### src/rtl/array_pkg.sv
// Shared widths and FSM encoding for the array_fetch BRAM read streamer.
package array_pkg;

  localparam int ADDR_W = 10;
  localparam int DATA_W = 16;
  localparam int LEN_W  = 11;

  typedef enum logic [1:0] {
    S_IDLE  = 2'd0,
    S_RUN   = 2'd1,
    S_DRAIN = 2'd2
  } fetch_state_t;

endpackage

### src/rtl/fetch_skid_fifo.sv
// Two-entry skid buffer catching registered BRAM read data; the head entry is
// held in its own register so stream outputs never see rd_data combinationally.
module fetch_skid_fifo #(
  parameter int W = 17
) (
  input  logic         clk,
  input  logic         reset,
  input  logic         push,
  input  logic [W-1:0] din,
  input  logic         pop,
  output logic [1:0]   count,
  output logic [W-1:0] head,
  output logic         valid
);

  logic [W-1:0] head_q;
  logic [W-1:0] tail_q;
  logic [1:0]   cnt_q;

  always_ff @(posedge clk or negedge reset) begin
    if (!reset) begin
      head_q <= '0;
      tail_q <= '0;
      cnt_q  <= 2'd0;
    end else begin
      case ({push, pop})
        2'b10: begin
          if (cnt_q == 2'd0) head_q <= din;
          else               tail_q <= din;
          cnt_q <= cnt_q + 2'd1;
        end
        2'b01: begin
          if (cnt_q == 2'd2) head_q <= tail_q;
          cnt_q <= cnt_q - 2'd1;
        end
        2'b11: begin
          // Occupancy unchanged; the incoming word lands behind whatever remains.
          if (cnt_q == 2'd2) begin
            head_q <= tail_q;
            tail_q <= din;
          end else begin
            head_q <= din;
          end
        end
        default: ;
      endcase
    end
  end

  assign count = cnt_q;
  assign head  = head_q;
  assign valid = (cnt_q != 2'd0);

endmodule

### src/rtl/array_fetch.sv
// Streaming read controller draining one BRAM read port into a valid/ready stream.
// Optional build macro: ARRAY_FETCH_STRIDE_EN adds a latched address stride port.
//
//   state   | meaning
//   S_IDLE  | waiting for start; zero-length start only pulses done
//   S_RUN   | issuing reads while the skid buffer has room
//   S_DRAIN | all reads issued, waiting for the last word to be accepted
module array_fetch
  import array_pkg::*;
#(
  parameter int ADDR_W = array_pkg::ADDR_W,
  parameter int DATA_W = array_pkg::DATA_W,
  parameter int LEN_W  = array_pkg::LEN_W
) (
  input  logic              clk,
  input  logic              reset,
  input  logic              start,
  input  logic [ADDR_W-1:0] base_addr,
  input  logic [LEN_W-1:0]  length,
`ifdef ARRAY_FETCH_STRIDE_EN
  input  logic [3:0]        stride,
`endif
  output logic [ADDR_W-1:0] rd_addr,
  input  logic [DATA_W-1:0] rd_data,
  output logic [DATA_W-1:0] out_data,
  output logic              out_valid,
  input  logic              out_ready,
  output logic              out_last,
  output logic              busy,
  output logic              done
);

  fetch_state_t state, state_nx;

  logic [ADDR_W-1:0] addr_q;
  logic [ADDR_W-1:0] addr_inc;
  logic [LEN_W-1:0]  remain_q;
  logic              inflight_q;
  logic              inflight_last_q;
  logic              accept;
  logic              issue;
  logic              pop;
  logic              done_nx;
  logic [2:0]        occ;
  logic [1:0]        fifo_count;
  logic [DATA_W:0]   fifo_head;
  logic              fifo_valid;

  assign pop = fifo_valid & out_ready;
  // Slots already claimed once this cycle's pop and any in-flight read settle.
  assign occ = {1'b0, fifo_count} + {2'b00, inflight_q} - {2'b00, pop};

`ifdef ARRAY_FETCH_STRIDE_EN
  logic [3:0] stride_q;
  logic [3:0] stride_eff;

  always_ff @(posedge clk or negedge reset) begin
    if (!reset)      stride_q <= 4'd0;
    else if (accept) stride_q <= stride;
  end

  assign stride_eff = (stride_q == 4'd0) ? 4'd1 : stride_q;
  assign addr_inc   = {{(ADDR_W-4){1'b0}}, stride_eff};
`else
  assign addr_inc = {{(ADDR_W-1){1'b0}}, 1'b1};
`endif

  always_ff @(posedge clk or negedge reset) begin
    if (!reset) state <= S_IDLE;
    else        state <= state_nx;
  end

  always_comb begin
    state_nx = state;
    accept   = 1'b0;
    issue    = 1'b0;
    done_nx  = 1'b0;
    case (state)
      S_IDLE: begin
        if (start) begin
          if (length == '0) begin
            done_nx = 1'b1;
          end else begin
            accept   = 1'b1;
            state_nx = S_RUN;
          end
        end
      end
      S_RUN: begin
        if (occ < 3'd2) begin
          issue = 1'b1;
          if (remain_q == LEN_W'(1)) state_nx = S_DRAIN;
        end
      end
      S_DRAIN: begin
        if (pop && fifo_head[DATA_W]) begin
          state_nx = S_IDLE;
          done_nx  = 1'b1;
        end
      end
      default: state_nx = S_IDLE;
    endcase
  end

  always_ff @(posedge clk or negedge reset) begin
    if (!reset) begin
      addr_q          <= '0;
      remain_q        <= '0;
      inflight_q      <= 1'b0;
      inflight_last_q <= 1'b0;
      done            <= 1'b0;
    end else begin
      done            <= done_nx;
      inflight_q      <= issue;
      inflight_last_q <= issue && (remain_q == LEN_W'(1));
      if (accept) begin
        addr_q   <= base_addr;
        remain_q <= length;
      end else if (issue) begin
        addr_q   <= addr_q + addr_inc;
        remain_q <= remain_q - LEN_W'(1);
      end
    end
  end

  fetch_skid_fifo #(.W(DATA_W + 1)) u_fifo (
    .clk   (clk),
    .reset (reset),
    .push  (inflight_q),
    .din   ({inflight_last_q, rd_data}),
    .pop   (pop),
    .count (fifo_count),
    .head  (fifo_head),
    .valid (fifo_valid)
  );

  assign rd_addr   = addr_q;
  assign out_data  = fifo_head[DATA_W-1:0];
  assign out_valid = fifo_valid;
  assign out_last  = fifo_valid & fifo_head[DATA_W];
  assign busy      = (state != S_IDLE);

endmodule
### config.mk
export PLATFORM = sky130hd
export DESIGN_NAME = array_fetch
export DESIGN_NICKNAME = d
export VERILOG_FILES = /design/src/rtl/array_pkg.sv /design/src/rtl/fetch_skid_fifo.sv /design/src/rtl/array_fetch.sv
export SDC_FILE = /design/constraint.sdc
export NUM_CORES = 1
export LEC_CHECK = 0
export ABC_AREA = 1
export BUFFER_PORTS_ARGS = -buffer_cell sky130_fd_sc_hd__buf_2
export CELL_PAD_IN_SITES_DETAIL_PLACEMENT = 0
export CELL_PAD_IN_SITES_GLOBAL_PLACEMENT = 1
export CORE_MARGIN = 1
export CORE_UTILIZATION = 23
export CTS_BUF_LIST = sky130_fd_sc_hd__clkbuf_8 sky130_fd_sc_hd__clkbuf_16
export DETAILED_ROUTE_END_ITERATION = 10
export PLACE_DENSITY_LB_ADDON = 0.1
export SLEW_MARGIN = 0
export SYNTH_ARGS = -nofsm -noshare
export SYNTH_HDL_FRONTEND = slang
export SYNTH_SLANG_ARGS = --single-unit
### constraint.sdc
create_clock -name clk -period 2.12 [get_ports clk]
set_input_delay 0.318 -clock clk [delete_from_list [all_inputs] [get_ports clk]]
set_output_delay 0.318 -clock clk [all_outputs]
set_load 0.05 [all_outputs]
==> results of run 1 <==
==> cells by family (layout without fill, tap and decap cells) <==
logic type               after synthesis  in the layout
AO/OA/AOI/OAI                         29             29
XOR/XNOR                               7              7
adder cells (fa/ha/maj)                4              4
buffers and inverters                 71            147
flip-flops                            62             62
multiplexers                          16             16
AND/OR/NAND/NOR                      237            237
==> worst max path at each step <==
stage,from,end,cells past startpoint
after global placement,out_ready,rd_addr[8],10
after detailed placement,out_ready,rd_addr[8],13
after floorplan,u_fifo.count[0],rd_addr[4],12
after CTS,u_fifo.count[0],rd_addr[8],13
after global routing,u_fifo.count[0],rd_addr[0],15
final,u_fifo.count[0],rd_addr[8],14
==> stage by stage <==
step / worst slack, ps / hold slack (ps)
finish: 64.2 / -0.927
global route: -89.0 / 22.9
CTS: 32.5 / 8.74
detailed placement: 38.3 / 375
global placement: 40.0 / 374
floorplan: 26.7 / 22.4
==> cell type report <==
type,instances,area [um^2]
tap,188,235
multi-input combinational,293,1690
fill,1648,10600
clock buffer,10,239
inverter,37,154
sequential,62,1550
timing repair inverter,1,8.76
clock inverter,6,31.3
timing repair buffer,93,593
==> per-layer routing <==
layer  GRT usage [%]  vias to the layer above  wire length, um
met5               0                        -                0
met4            4.46                        0               70
met3            3.42                        5              394
met2            22.6                       62             4700
met1            15.9                     1409             4740
li1                -                     1543                -
==> report_power, final <==
part	leakage (uW)	switching, uW	total [uW]	internal [uW]
Combinational	0.00134	2970	4750	1770
Clock	0.000138	539	1350	807
Sequential	0.000742	432	2190	1760
==> worst max-delay path: stages, from the launching register on <==
cell and delay, ps:
sky130_fd_sc_hd__dfrtp_1 390, sky130_fd_sc_hd__inv_2 80, sky130_fd_sc_hd__nand2_4 50, sky130_fd_sc_hd__nor2_4 140
sky130_fd_sc_hd__o21ai_4 80, sky130_fd_sc_hd__fa_2 380, sky130_fd_sc_hd__inv_2 80, sky130_fd_sc_hd__nor2_4 40
sky130_fd_sc_hd__nor2_4 130, sky130_fd_sc_hd__nand3_4 160, sky130_fd_sc_hd__buf_12 190, sky130_fd_sc_hd__clkinv_8 60
sky130_fd_sc_hd__nand3_2 50, sky130_fd_sc_hd__nand2_1 60, sky130_fd_sc_hd__nor2_1 40
==> state kept, by name, indices dropped and copies added (netlist names) <==
| signal | cells |
|---|---|
| u_fifo.tail_q | 17 |
| inflight_last_q | 1 |
| remain_q | 11 |
| u_fifo.count | 2 |
| u_fifo.head | 17 |
| rd_addr | 10 |
| done | 1 |
| inflight_q | 1 |
| state | 2 |
==> synth_stat cells <==
cell	instances	area (um^2)
sky130_fd_sc_hd__a21oi_1	1	5.00
sky130_fd_sc_hd__a22oi_4	1	21.3
sky130_fd_sc_hd__a31oi_1	16	100
sky130_fd_sc_hd__buf_2	7	35.0
sky130_fd_sc_hd__buf_4	19	143
sky130_fd_sc_hd__buf_6	6	67.6
sky130_fd_sc_hd__clkbuf_2	1	5.00
sky130_fd_sc_hd__clkbuf_4	1	7.51
sky130_fd_sc_hd__clkinv_2	1	5.00
sky130_fd_sc_hd__dfrtp_1	62	1550
sky130_fd_sc_hd__fa_1	1	20.0
sky130_fd_sc_hd__ha_1	3	37.5
sky130_fd_sc_hd__inv_1	34	128
sky130_fd_sc_hd__inv_2	1	3.75
sky130_fd_sc_hd__inv_4	1	6.26
sky130_fd_sc_hd__mux2_2	8	90.1
sky130_fd_sc_hd__mux2_4	8	120
sky130_fd_sc_hd__nand2_1	84	315
sky130_fd_sc_hd__nand2_2	3	18.8
sky130_fd_sc_hd__nand3_1	78	390
sky130_fd_sc_hd__nand3_4	2	35.0
sky130_fd_sc_hd__nand3b_1	3	22.5
sky130_fd_sc_hd__nand4_1	8	50.1
sky130_fd_sc_hd__nor2_1	49	184
sky130_fd_sc_hd__nor2_2	3	18.8
sky130_fd_sc_hd__nor3_1	3	15.0
sky130_fd_sc_hd__o211ai_1	4	30.0
sky130_fd_sc_hd__o211ai_2	1	12.5
sky130_fd_sc_hd__o21ai_0	5	25.0
sky130_fd_sc_hd__o31ai_1	1	7.51
sky130_fd_sc_hd__or2_1	1	6.26
sky130_fd_sc_hd__or2_2	2	12.5
sky130_fd_sc_hd__or3_1	1	6.26
sky130_fd_sc_hd__xnor2_1	2	17.5
sky130_fd_sc_hd__xor2_1	5	43.8
==> repair_timing <==
action | in CTS | in global routing
setup buffers | 0 | 4
setup endpoints to repair | 0 | 24
resized for setup | 0 | 31
==> results.rst, run 1 <==
.. list-table::
   :header-rows: 1

   * - Metric
     - Value
   * - Status
     - finished with violations
   * - Violated checks
     - hold timing
   * - Classification of the worst setup path
     - flip-flop to flip-flop
   * - Endpoint kind of the worst setup timing path
     - flip-flop
   * - Congestion Overflow GR
     - 0
   * - Layout Cells excl Fill
     - 690
   * - Depth of the CTS H-tree
     - 3
   * - Root buffer cell
     - sky130_fd_sc_hd__clkbuf_16
   * - Synth unique cells
     - 35
   * - Leading cell types in the layout, fill and taps excluded
     - sky130_fd_sc_hd__nand2_1, sky130_fd_sc_hd__nand3_1, sky130_fd_sc_hd__buf_2
   * - Die Ht
     - 126 um
   * - Total number of placement rows
     - 45
   * - Clock tree from TritonCTS
     - built
   * - Power Density
     - 1840 nW/um^2
   * - Power, Total
     - 8290 uW
   * - Count of boundary I/O pins
     - 71
   * - Setup TNS
     - 0 ps
   * - Critical path peak fanout
     - 7
   * - GRT Total Usage
     - 13.2%
   * - Tightest hold margin
     - -0.927 ps
   * - Transition time at the pin with the least slew margin
     - 446 ps
   * - Number of vias after detailed routing
     - 3019
   * - Violation count after the first detailed-routing iteration
     - 173
   * - Final weighted congestion in routability-driven placement
     - 0.744
   * - Die Footprint
     - 16000 um^2
   * - Clock edge transition at the registers on the reported setup and hold paths
     - 50 ps
   * - Number of synthesized register bits
     - 62
   * - P_leak
     - 0.00222 uW
   * - Skew-Pair Late Insertion Delay
     - 330 ps
   * - Worst reg2reg startpoint
     - u_fifo.count[0]
   * - Slew Limit Headroom
     - 70.1%
   * - Synthesized cell area
     - 3560 um^2
   * - Endpoint of the most critical register-to-register path
     - rd_addr[8]
   * - Post-DP Area
     - 4050 um^2
   * - Seq/Total Area, Yosys
     - 43.6%
   * - Via count of the first global-routing pass
     - 3043
   * - Mean post-synth cell area
     - 8.35 um^2
   * - Post-route cell area
     - 4500 um^2
   * - Final slew viol count
     - 0
   * - Sum of routed wire length over all layers
     - 9900 um
   * - Count of cells along the worst register-to-register path
     - 14
   * - Clock period minus worst slack
     - 2060 ps
   * - Count of synthesis-stage warnings from yosys
     - 0
   * - Setup repair after global routing missed its margin
     - true
   * - Number of buffers inserted by hold repair at cts
     - 0
   * - Dominant combinational cell family by area after synthesis
     - simple AND/OR/NAND/NOR gates
   * - Share of the synthesized netlist area taken by xor and xnor gates
     - 1.72%
   * - CP startpoint kind
     - flip-flop
   * - Most frequent standard cell in the layout excluding fill and tap cells
     - sky130_fd_sc_hd__nand2_1
   * - CTS max path bufs
     - 2
   * - Fraction of synthesized area in multiplexers
     - 5.91%
   * - Number of nets still failing antenna checks after routing
     - 0
   * - Buffers added on ports
     - 70
   * - Fraction of final layout cells with drive strength greater than 1
     - 31.1%
   * - Compound-cell area share of the yosys netlist
     - 5.66%
   * - Adder and majority cell fraction of the synthesized area
     - 1.62%
   * - Worst vdd rail ir drop
     - 457 uV
   * - Post-synthesis net count
     - 471
   * - Area growth from synthesis to layout
     - 26.6%
   * - Worst R2R Setup Slack
     - 60 ps
   * - Largest net degree at the start of global routing
     - 63
   * - Number of antenna violations at the first check in global routing
     - 0
   * - Gate Count Post-Synth
     - 426
   * - Detailed placer's ending HPWL
     - 6660 um
   * - Setup clock skew after layout
     - 4.59 ps
   * - Simple-gate share of the synthesized area
     - 30.2%
   * - Data required time at the worst endpoint
     - 2340 ps
   * - Residual DRC count
     - 0
   * - Count of antenna diodes in the layout
     - 0
   * - # placed instances
     - 668
   * - Drt first pass iters
     - 4
   * - Setup-failing EPs final
     - 0
   * - MaxCap Viol Count
     - 0
   * - Wire length of the first global-routing pass
     - 16000 um
   * - Sink Count
     - 62
   * - Share of the core filled with cells in the final layout
     - 29.7%
   * - Final hold vios
     - 1
   * - Starting density of the core
     - 23.5%
   * - Clock buffer count from CTS
     - 9
   * - Chip width
     - 126 um
   * - Nets@finish
     - 542
   * - Post-DR vias/cell
     - 4.38
   * - Worst hold path class
     - input port to asynchronous set/reset pin
   * - Maximum operating frequency
     - 486 MHz
   * - Routed WL per cell
     - 14.4 um
   * - Arrival time at the worst endpoint
     - 2280 ps
   * - Floorplan Core Area
     - 15100 um^2
   * - Share of the cycle needed by the critical path after routing
     - 97.0%
Power figures use the tool's default switching activity.
==> run 2: changes to the inputs <==
- CORE_UTILIZATION: 23 -> 30
- CTS_CLUSTER_SIZE: unset -> 8
- clock period: 2.12 -> 1.8 ns (I/O delays scaled with it)
==> run 2 against run 1 <==
Against the previous run:
- the run ends with setup timing left
- non-clock buffer count rose by 10
- count of clock-buffer cells in the layout down 1
- sequential power increased by 19%
- worst hold slack better by 180 ps
- fmax up 4.2%
- first-iteration DRC count decreased by 16%
- power increased by 27%
- largest power group unchanged
- highest routed layer unchanged
==> results.rst, run 2 (synthesized netlist as in run 1, its figures left out) <==
.. list-table::
   :header-rows: 1

   * - Metric
     - Value
   * - Post-route cell area
     - 4720 um^2 (+4.8%)
   * - Detailed placer's ending HPWL
     - 6490 um (-2.6%)
   * - MaxCap Viol Count
     - 0 (unchanged)
   * - Skew-Pair Late Insertion Delay
     - 330 ps (about the same)
   * - Die Ht
     - 111 um (-12%)
   * - Final slew viol count
     - 0 (unchanged)
   * - Leading cell types in the layout, fill and taps excluded
     - sky130_fd_sc_hd__nand2_1, sky130_fd_sc_hd__buf_2, sky130_fd_sc_hd__dfrtp_1
   * - Largest net degree at the start of global routing
     - 49 (-22%)
   * - Slowest Stage Delay on Critical Path
     - 380 ps (about the same)
   * - Setup clock skew after layout
     - 7.80 ps (+3.21 ps)
   * - Maximum operating frequency
     - 507 MHz (+4.2%)
   * - Chip width
     - 111 um (-12%)
   * - Final weighted congestion in routability-driven placement
     - 0.803 (+8.0%)
   * - Residual DRC count
     - 0 (unchanged)
   * - CTS max path bufs
     - 2 (unchanged)
   * - Delay-heaviest family, CP
     - simple AND/OR/NAND/NOR gates
   * - Most frequent standard cell in the layout excluding fill and tap cells
     - sky130_fd_sc_hd__nand2_1
   * - Clock buffer count from CTS
     - 9 (unchanged)
   * - Nets@finish
     - 551 (+1.7%)
   * - Data required time at the worst endpoint
     - 2020 ps (-320 ps)
   * - # placed instances
     - 628 (-6.0%)
   * - Depth of the CTS H-tree
     - 3 (unchanged)
   * - CP most frequent cell
     - sky130_fd_sc_hd__nor2_4
   * - Status
     - finished with violations
   * - Wire length of the first global-routing pass
     - 15300 um (-4.4%)
   * - Worst hold path class
     - input port to flip-flop
   * - Number of antenna violations at the first check in global routing
     - 0 (unchanged)
   * - Layout Cells excl Fill
     - 654 (-5.2%)
   * - Worst vdd rail ir drop
     - 918 uV (+100%)
   * - Buffers added on ports
     - 70 (unchanged)
   * - Combinational fraction of design power
     - 57.0% (-0.3 points)
   * - Clock tree from TritonCTS
     - built
   * - Violated checks
     - setup timing
   * - Number of vias after detailed routing
     - 3065 (+1.5%)
   * - Starting density of the core
     - 31.0% (+7.5 points)
   * - Routed WL per cell
     - 14.1 um (-1.6%)
   * - Number of nets still failing antenna checks after routing
     - 0 (unchanged)
   * - Drt first pass iters
     - 4 (unchanged)
   * - Critical path peak fanout
     - 4 (-3)
   * - Power, Total
     - 10600 uW (+27%)
   * - Switch share
     - 45.7% (-2.0 points)
   * - Count of boundary I/O pins
     - 71 (unchanged)
   * - Transition time at the pin with the least slew margin
     - 425 ps (-21.3 ps)
   * - Clock period minus worst slack
     - 1970 ps (-82.2 ps)
   * - Sink Count
     - 62 (unchanged)
   * - Area growth from synthesis to layout
     - 32.6%
   * - Post-DR vias/cell
     - 4.69 (+7.1%)
   * - Clock share of power
     - 18.3% (+2.1 points)
   * - Total number of placement rows
     - 39 (-13%)
   * - Post-DP Area
     - 4110 um^2 (+1.5%)
   * - Endpoint kind of the worst setup timing path
     - flip-flop
   * - Die Footprint
     - 12300 um^2 (-23%)
   * - Count of antenna diodes in the layout
     - 0 (unchanged)
   * - Final hold vios
     - 0 (-1)
   * - Floorplan Core Area
     - 11500 um^2 (-24%)
   * - Clock edge transition at the registers on the reported setup and hold paths
     - 60 ps (about the same)
   * - Setup slack of the critical path after layout
     - -174 ps (-238 ps)
   * - Root buffer cell
     - sky130_fd_sc_hd__clkbuf_16
   * - Violation count after the first detailed-routing iteration
     - 145 (-16%)
   * - Switching component of the power
     - 4820 uW (+22%)
   * - Setup-failing EPs final
     - 24 (+24)
   * - CP startpoint kind
     - flip-flop
   * - Share of the cycle needed by the critical path after routing
     - 110% (+13 points)
   * - Slew Limit Headroom
     - 71.7% (+1.5 points)
   * - Power Density
     - 2240 nW/um^2 (+22%)
   * - Setup repair after global routing missed its margin
     - true
   * - Crit path cell chain
     - inv_2 > nand2_4 > nor2_4 > o21ai_2 > fa_2 > inv_2 > nor2_4 > nor2_4 > nand3_4 > buf_12 > clkbuf_16 > nand3_2 > nand3_2
   * - P_leak
     - 0.00236 uW (+6.1%)
   * - Slowest library cell on the worst path
     - sky130_fd_sc_hd__dfrtp_1
   * - Via count of the first global-routing pass
     - 3061 (+0.59%)
   * - Classification of the worst setup path
     - flip-flop to flip-flop
   * - Buffering stage count on the worst path with inverters included
     - 4 (unchanged)
   * - Share of the core filled with cells in the final layout
     - 41.1% (+11 points)
   * - Fraction of final layout cells with drive strength greater than 1
     - 36.6% (+5.5 points)
   * - Sum of routed wire length over all layers
     - 9240 um (-6.7%)
   * - GRT Total Usage
     - 15.7% (+2.6 points)
   * - Setup TNS
     - -3260 ps (-3260 ps)
   * - Congestion Overflow GR
     - 0 (unchanged)
   * - Cell-internal power
     - 5740 uW (+32%)
   * - Share of total power in sequential cells
     - 24.7% (-1.8 points)
   * - Arrival time at the worst endpoint
     - 2200 ps (-80 ps)
## run 2: timing repair
| action | 4_1_cts | 5_1_grt |
|---|---|---|
| pin swaps | 10 | 13 |
| endpoints found under the setup margin | 25 | 25 |
| resized for setup | 21 | 12 |
| hold buffers | 1 | 0 |
| cloned | 2 | 1 |
| buffers inserted | 3 | 4 |
| endpoints found under the hold margin | 14 | 0 |
## run 2: power by group through the flow
stage | registers, uW | clock network [uW] | logic [uW]
after detailed placement | 2620 | 0 | 5110
after CTS | 2600 | 2000 | 5690
final | 2610 | 1940 | 6020
after floorplan | 2860 | 0 | 3950
after global placement | 2600 | 0 | 5090
after global routing | 2700 | 2040 | 6580
## run 2: per-stage QoR
stage	setup WS, ps	hold slack (ps)
6_report	-174	180
5_1_grt	-276	181
4_1_cts	-167	171
3_5_place_dp	-276	238
3_3_place_gp	-209	231
2_1_floorplan	-167	-25.6
## run 2: final timing paths
| kind | from | to | slack (ps) | cells past startpoint |
|---|---|---|---|---|
| max reg2reg | u_fifo.count[0] | remain_q[6] | -170 | 13 |
| max in group asynchronous | reset | rd_addr[3] | 790 | 3 |
| min | rd_data[10] | u_fifo.tail_q[10] | 180 | 2 |
| min in group asynchronous | reset | u_fifo.head[1] | 400 | 2 |
| max | u_fifo.count[0] | remain_q[6] | -170 | 13 |
| min reg2reg | u_fifo.tail_q[16] | u_fifo.tail_q[16] | 500 | 2 |
## run 2: cell type report
| class | instances | area, um^2 |
|---|---|---|
| clock buffers | 9 | 225 |
| clock inverters | 7 | 103 |
| flip-flops and latches | 62 | 1550 |
| multi-input cells | 293 | 1800 |
| inverters | 37 | 146 |
| well taps | 143 | 179 |
| fillers | 1171 | 6750 |
| repair buffers | 103 | 712 |
## run 2: metal layers
metal	vias to the layer above	share of wire (%)	routed length [um]	track usage, %
met5	-	0	0	0
met4	0	1.3	124	5.60
li1	1565	-	-	-
met1	1420	47	4360	20.4
met2	70	47	4360	25.5
met3	10	4.2	392	3.66
